===== src/rtl/mem_port_sequencer.sv =====
// Shares one single-port 16-bit word memory between fetch and load/store, splitting odd byte addresses into two word accesses.
// Optional access statistics are enabled with `define MEM_PORT_SEQUENCER_STATS_EN.
module mem_port_sequencer #(
  parameter int unsigned STARVE_MAX = 4
) (
  input  logic        clk,
  input  logic        rst_n,
  input  logic        f_req,
  input  logic [15:0] f_addr,
  output logic        f_ack,
  output logic [15:0] f_rdata,
  input  logic        d_req,
  input  logic        d_we,
  input  logic [15:0] d_addr,
  input  logic [15:0] d_wdata,
  output logic        d_ack,
  output logic [15:0] d_rdata,
  output logic        busy,
  output logic [14:0] mem_addr,
  output logic        mem_rd_en,
  output logic        mem_wr_en,
  output logic [15:0] mem_wdata,
  input  logic [15:0] mem_rdata,
  output logic [15:0] stat_misaligned,
  output logic [15:0] stat_fetch_wait
);

  localparam int unsigned AW = 16;
  localparam int unsigned DW = 16;
  localparam int unsigned WW = 15;
  localparam int unsigned SW = (STARVE_MAX < 1) ? 1 : $clog2(STARVE_MAX + 1);

  typedef enum logic [2:0] {IDLE, RD0, RD1, WR0, WR1, DONE} state_t;

  state_t          state, state_nxt;
  logic            sel_f_q;
  logic            we_q;
  logic [AW-1:0]   addr_q;
  logic [DW-1:0]   wdata_q;
  logic [DW-1:0]   lo_q;
  logic [SW-1:0]   starve_cnt;
  logic            starved;
  logic            grant_d;
  logic            grant_f;
  logic            accept;
  logic            acc_we;
  logic            acc_odd;
  logic            odd_q;
  logic [WW-1:0]   w0;
  logic [WW-1:0]   w1;
  logic [DW-1:0]   rdata_c;

  // Fetch is forced through once data has won STARVE_MAX times in a row.
  assign starved = (STARVE_MAX != 0) && f_req && (starve_cnt == SW'(STARVE_MAX));
  assign grant_d = (state == IDLE) && d_req && !starved;
  assign grant_f = (state == IDLE) && f_req && !grant_d;
  assign accept  = grant_d | grant_f;
  assign acc_we  = grant_d & d_we;
  assign acc_odd = grant_d ? d_addr[0] : f_addr[0];

  assign odd_q = addr_q[0];
  assign w0    = addr_q[AW-1:1];
  assign w1    = WW'(w0 + WW'(1));
  assign busy  = (state != IDLE);

  always_ff @(posedge clk or negedge rst_n) begin
    if (!rst_n) state <= IDLE;
    else        state <= state_nxt;
  end

  // Request capture at acceptance; inputs are ignored afterwards.
  always_ff @(posedge clk or negedge rst_n) begin
    if (!rst_n) begin
      sel_f_q <= 1'b0;
      we_q    <= 1'b0;
      addr_q  <= '0;
      wdata_q <= '0;
    end else if (grant_d) begin
      sel_f_q <= 1'b0;
      we_q    <= d_we;
      addr_q  <= d_addr;
      wdata_q <= d_wdata;
    end else if (grant_f) begin
      sel_f_q <= 1'b1;
      we_q    <= 1'b0;
      addr_q  <= f_addr;
      wdata_q <= '0;
    end
  end

  // Low word of a misaligned read arrives during RD1.
  always_ff @(posedge clk or negedge rst_n) begin
    if (!rst_n)             lo_q <= '0;
    else if (state == RD1)  lo_q <= mem_rdata;
  end

  always_ff @(posedge clk or negedge rst_n) begin
    if (!rst_n) begin
      starve_cnt <= '0;
    end else if (state == IDLE) begin
      if (grant_f || !f_req)
        starve_cnt <= '0;
      else if (grant_d && (starve_cnt != SW'(STARVE_MAX)))
        starve_cnt <= SW'(starve_cnt + SW'(1));
    end
  end

  always_comb begin
    state_nxt = state;
    mem_addr  = '0;
    mem_rd_en = 1'b0;
    mem_wr_en = 1'b0;
    mem_wdata = '0;
    f_ack     = 1'b0;
    d_ack     = 1'b0;
    f_rdata   = '0;
    d_rdata   = '0;
    rdata_c   = odd_q ? {mem_rdata[7:0], lo_q[15:8]} : mem_rdata;
    case (state)
      IDLE: begin
        if (accept) state_nxt = (acc_we && !acc_odd) ? WR0 : RD0;
      end
      RD0: begin
        mem_addr  = w0;
        mem_rd_en = 1'b1;
        if (we_q)       state_nxt = WR0;
        else if (odd_q) state_nxt = RD1;
        else            state_nxt = DONE;
      end
      RD1: begin
        mem_addr  = w1;
        mem_rd_en = 1'b1;
        state_nxt = we_q ? WR1 : DONE;
      end
      WR0: begin
        mem_addr  = w0;
        mem_wr_en = 1'b1;
        mem_wdata = odd_q ? {wdata_q[7:0], mem_rdata[7:0]} : wdata_q;
        state_nxt = odd_q ? RD1 : DONE;
      end
      WR1: begin
        mem_addr  = w1;
        mem_wr_en = 1'b1;
        mem_wdata = {mem_rdata[15:8], wdata_q[15:8]};
        state_nxt = DONE;
      end
      DONE: begin
        if (sel_f_q) begin
          f_ack   = 1'b1;
          f_rdata = rdata_c;
        end else begin
          d_ack   = 1'b1;
          d_rdata = we_q ? '0 : rdata_c;
        end
        state_nxt = IDLE;
      end
      default: state_nxt = IDLE;
    endcase
  end

`ifdef MEM_PORT_SEQUENCER_STATS_EN
  logic [15:0] stat_mis_q;
  logic [15:0] stat_fw_q;

  // Saturating event counters.
  always_ff @(posedge clk or negedge rst_n) begin
    if (!rst_n) begin
      stat_mis_q <= '0;
      stat_fw_q  <= '0;
    end else begin
      if (accept && acc_odd && (stat_mis_q != 16'hFFFF))
        stat_mis_q <= 16'(stat_mis_q + 16'd1);
      if (f_req && !f_ack && (stat_fw_q != 16'hFFFF))
        stat_fw_q <= 16'(stat_fw_q + 16'd1);
    end
  end

  assign stat_misaligned = stat_mis_q;
  assign stat_fetch_wait = stat_fw_q;
`else
  assign stat_misaligned = '0;
  assign stat_fetch_wait = '0;
`endif

endmodule


===== config.mk =====
export PLATFORM = sky130hd
export DESIGN_NAME = mem_port_sequencer
export DESIGN_NICKNAME = d
export VERILOG_FILES = /design/src/rtl/mem_port_sequencer.sv
export SDC_FILE = /design/constraint.sdc
export NUM_CORES = 1
export LEC_CHECK = 0
export ABC_AREA = 0
export CAP_MARGIN = 10
export CELL_PAD_IN_SITES_DETAIL_PLACEMENT = 1
export CELL_PAD_IN_SITES_GLOBAL_PLACEMENT = 1
export CORE_MARGIN = 4
export CORE_UTILIZATION = 35
export CTS_CLUSTER_DIAMETER = 100
export DETAILED_ROUTE_END_ITERATION = 10
export DONT_BUFFER_PORTS = 1
export GPL_ROUTABILITY_DRIVEN = 0
export PLACE_DENSITY_LB_ADDON = 0.1
export SKIP_CTS_REPAIR_TIMING = 1
export SLEW_MARGIN = 10
export SYNTH_ARGS = -nofsm -noshare
export SYNTH_HDL_FRONTEND = slang
export SYNTH_SLANG_ARGS = --single-unit

===== constraint.sdc =====
create_clock -name clk -period 3.95 [get_ports clk]
set_input_delay 0.79 -clock clk [delete_from_list [all_inputs] [get_ports clk]]
set_output_delay 0.79 -clock clk [all_outputs]
set_load 0.02 [all_outputs]

==> metrics.yaml <==
initial_core_util_pct: 36.0
worst_pin_slew_ns: 0.928
die_h_um: 106
clk_path_buf_depth: 2
ys_types: 46
setup_viol: 0
reg2reg_to: "state[1]"
critPathSlowestCell: "dfrtp_1"
clock-skew-final_ns: 0.00925
critPathMaxFanout: 15
worstPathRequired_ns: 3.16
synth_top_family_by_area: "compound AO/OA/AOI/OAI gates"
grt_pass1_vias: 2738
gr-total-overflow: 0
drive_gt1_share_pct: 7.22
clock.fmax_ghz: 0.303
synth_compound_area_share_pct: 24.4
ys_async_sr_fraction_pct: 100
io_buffer_count: 0
clock_sinks: 48
slew_viol_final: 0
power_mw: 3.00
root_buffer: "clkbuf_8"
placed_cells: 481
core_um2: 9280
syn_inst: 376
ys.flop_type: "dfrtp_1"
nets: 431
cp_data_arrival_time_ns: 2.51
synth_edf_count: 0
grt_max_degree: 49
die-area_um2: 11200
grt_pass1_wl_mm: 16.0
pin_count: 169
post_drt_wl_per_cell_um: 21.1
antenna_found_initial: 0
rsz0062_at_grt: "no"
min_period_over_period_pct: 83.6
hold_violations: 0
crit_chain: "nor2b_1 -> and3_1 -> a222oi_1 -> inv_1"
syn_area_um2: 3340
synthAdderAreaFrac_pct: 1.12
leakage_nw: 1.69
slew_headroom_pct: 37.9
die_w_um: 106
path_class: "register to output port"
ys_ff_latch: 48
cp-end-kind: "output port"
clkTransAtPathRegs_ns: 0.10
numCtsBuffers: 5
clk_latency_ns: 0.30
power.density_nw_per_um2: 890
dpl_cell_area_um2: 3250
fp-row-count: 35
final_cell_area_um2: 3370
rr_startpoint: "state[0]"
hpwlAfterDp_mm: 7.73
htree_levels: 2
muxShareOfSynthArea_pct: 8.08
synth-simple-area-share_pct: 15.0
synth_xor_area_share_pct: 0.524
finalNonFillerCells: 489
setup_tns_ns: 0
status: "complete, no violations"
critPathLaunchType: "register"
cts_tree: "built"
hold_path_class: "input pin to asynchronous set/reset pin"
vias_per_cell: 5.65
drv_cap: 0
syn2layout_area_growth_pct: 0.748
drt-pass1-iter-count: 9
vdd_drop_max_uv: 247
grt.total_usage_pct: 18.1
avgSynthCellArea_um2: 8.89
max_stage_delay_ns: 0.61
rrSetupSlack_ns: 1.67
drcViolationCount: 0
ys_warn_count: 0
min_period_ns: 3.30
drtIter0Drc: 274
vias: 2762
reg2reg_depth: 5
seq_area_frac_synth_pct: 35.9
diodes: 0
totalWireLength_mm: 10.3
ant_nets: 0
==> state kept, by name, indices dropped and copies added, names as in the netlist <==
register	flops
starve_cnt	3
sel_f_q	1
addr_q	16
we_q	1
state	3
lo_q	8
wdata_q	16
==> per-stage QoR <==
| stage | util, % | hold slack [ns] | setup WS, ns |
|---|---|---|---|
| 5_1_grt | 36.3 | 0.134 | 0.467 |
| 2_1_floorplan | - | 0.467 | 1.39 |
| 6_report | 36.3 | 0.165 | 0.647 |
| 3_3_place_gp | 35.0 | 0.486 | 1.09 |
| 4_1_cts | 36.3 | 0.152 | 0.663 |
| 3_5_place_dp | 35.0 | 0.493 | 1.01 |
==> routing by layer <==
layer  part of all wire [%]  GRT usage, %  routed length, um
met5                      0             0                  0
met4                    1.1          4.16                115
met3                    8.7          5.94                893
met2                     45          27.8               4610
met1                     46          24.6               4700
==> where the power goes <==
| group | total [mW] | switching, mW | internal (mW) |
|---|---|---|---|
| registers | 1.01 | 0.294 | 0.718 |
| clock network | 0.374 | 0.183 | 0.191 |
| logic | 1.61 | 1.04 | 0.574 |
| total | 3.00 | 1.51 | 1.48 |
==> placed cells by master, fill, tap and decap left out, types with 11 or more instances in the layout <==
| master | count |
|---|---|
| dfrtp_1 | 48 |
| a222oi_1 | 15 |
| a21o_1 | 17 |
| mux2i_1 | 18 |
| nand3_1 | 11 |
| a22o_1 | 32 |
| nand2_1 | 21 |
| inv_1 | 24 |
| nor2_1 | 42 |
| o21ai_0 | 13 |
| conb_1 | 32 |
==> cell type report <==
class                   count  area (um^2)
clock buffers               5         68.8
clock inverters             3         47.5
fillers                  1098         5910
inverters                  24         90.1
multi-input cells         275         1760
flip-flops and latches     48         1200
well taps                 129          161
repair buffers              5         37.5
==> Yosys cell counts (2+ instances only) <==
library cell	instances	area share, %
dfrtp_1	48	36
nor2_1	42	4.7
buf_4	37	8.3
a22o_1	32	8.4
inv_1	24	2.7
nand2_1	21	2.4
mux2i_1	18	5.4
a21o_1	17	3.8
a222oi_1	15	4.5
o21ai_0	13	1.9
nand3_1	11	1.6
buf_2	10	1.5
a21oi_1	9	1.3
a31oi_1	8	1.5
mux2_2	8	2.7
clkbuf_1	7	0.79
nand2b_1	5	0.94
or3_1	5	0.94
buf_6	4	1.3
nor2b_1	4	0.75
ha_1	3	1.1
nand4_1	3	0.56
nor3_1	3	0.45
a41oi_1	2	0.52
and2_1	2	0.37
and3_1	2	0.37
buf_1	2	0.22
nand3b_1	2	0.45
nor2_2	2	0.37
==> how the worst max path moves through the flow <==
| stage | to | cells past startpoint | from |
|---|---|---|---|
| global placement | mem_wdata[3] | 4 | state[0] |
| floorplan | mem_addr[6] | 5 | state[1] |
| global route | mem_wdata[3] | 4 | state[0] |
| CTS | mem_wdata[3] | 4 | state[0] |
| finish | mem_wdata[3] | 4 | state[0] |
| detailed placement | mem_wdata[3] | 4 | state[0] |
==> critical path, delay by kind of cell, from the launching register on <==
kind	cells	cell delay, ns
compound gates	1	0.21
buf+inv	1	0.23
simple gates	2	1.15
flops	1	0.61
==> kinds of logic (layout without fill, tap and decap cells) <==
| logic type | after synthesis | after routing |
|---|---|---|
| AO/OA/AOI/OAI | 106 | 106 |
| AND/OR/NAND/NOR | 106 | 106 |
| buffers and inverters | 84 | 37 |
| flip-flops | 48 | 48 |
| multiplexers | 26 | 26 |
| adder cells (fa/ha/maj) | 3 | 3 |
| XOR/XNOR | 2 | 2 |
| other | 1 | 32 |
Note: power is estimated with default switching activity, not from simulation.
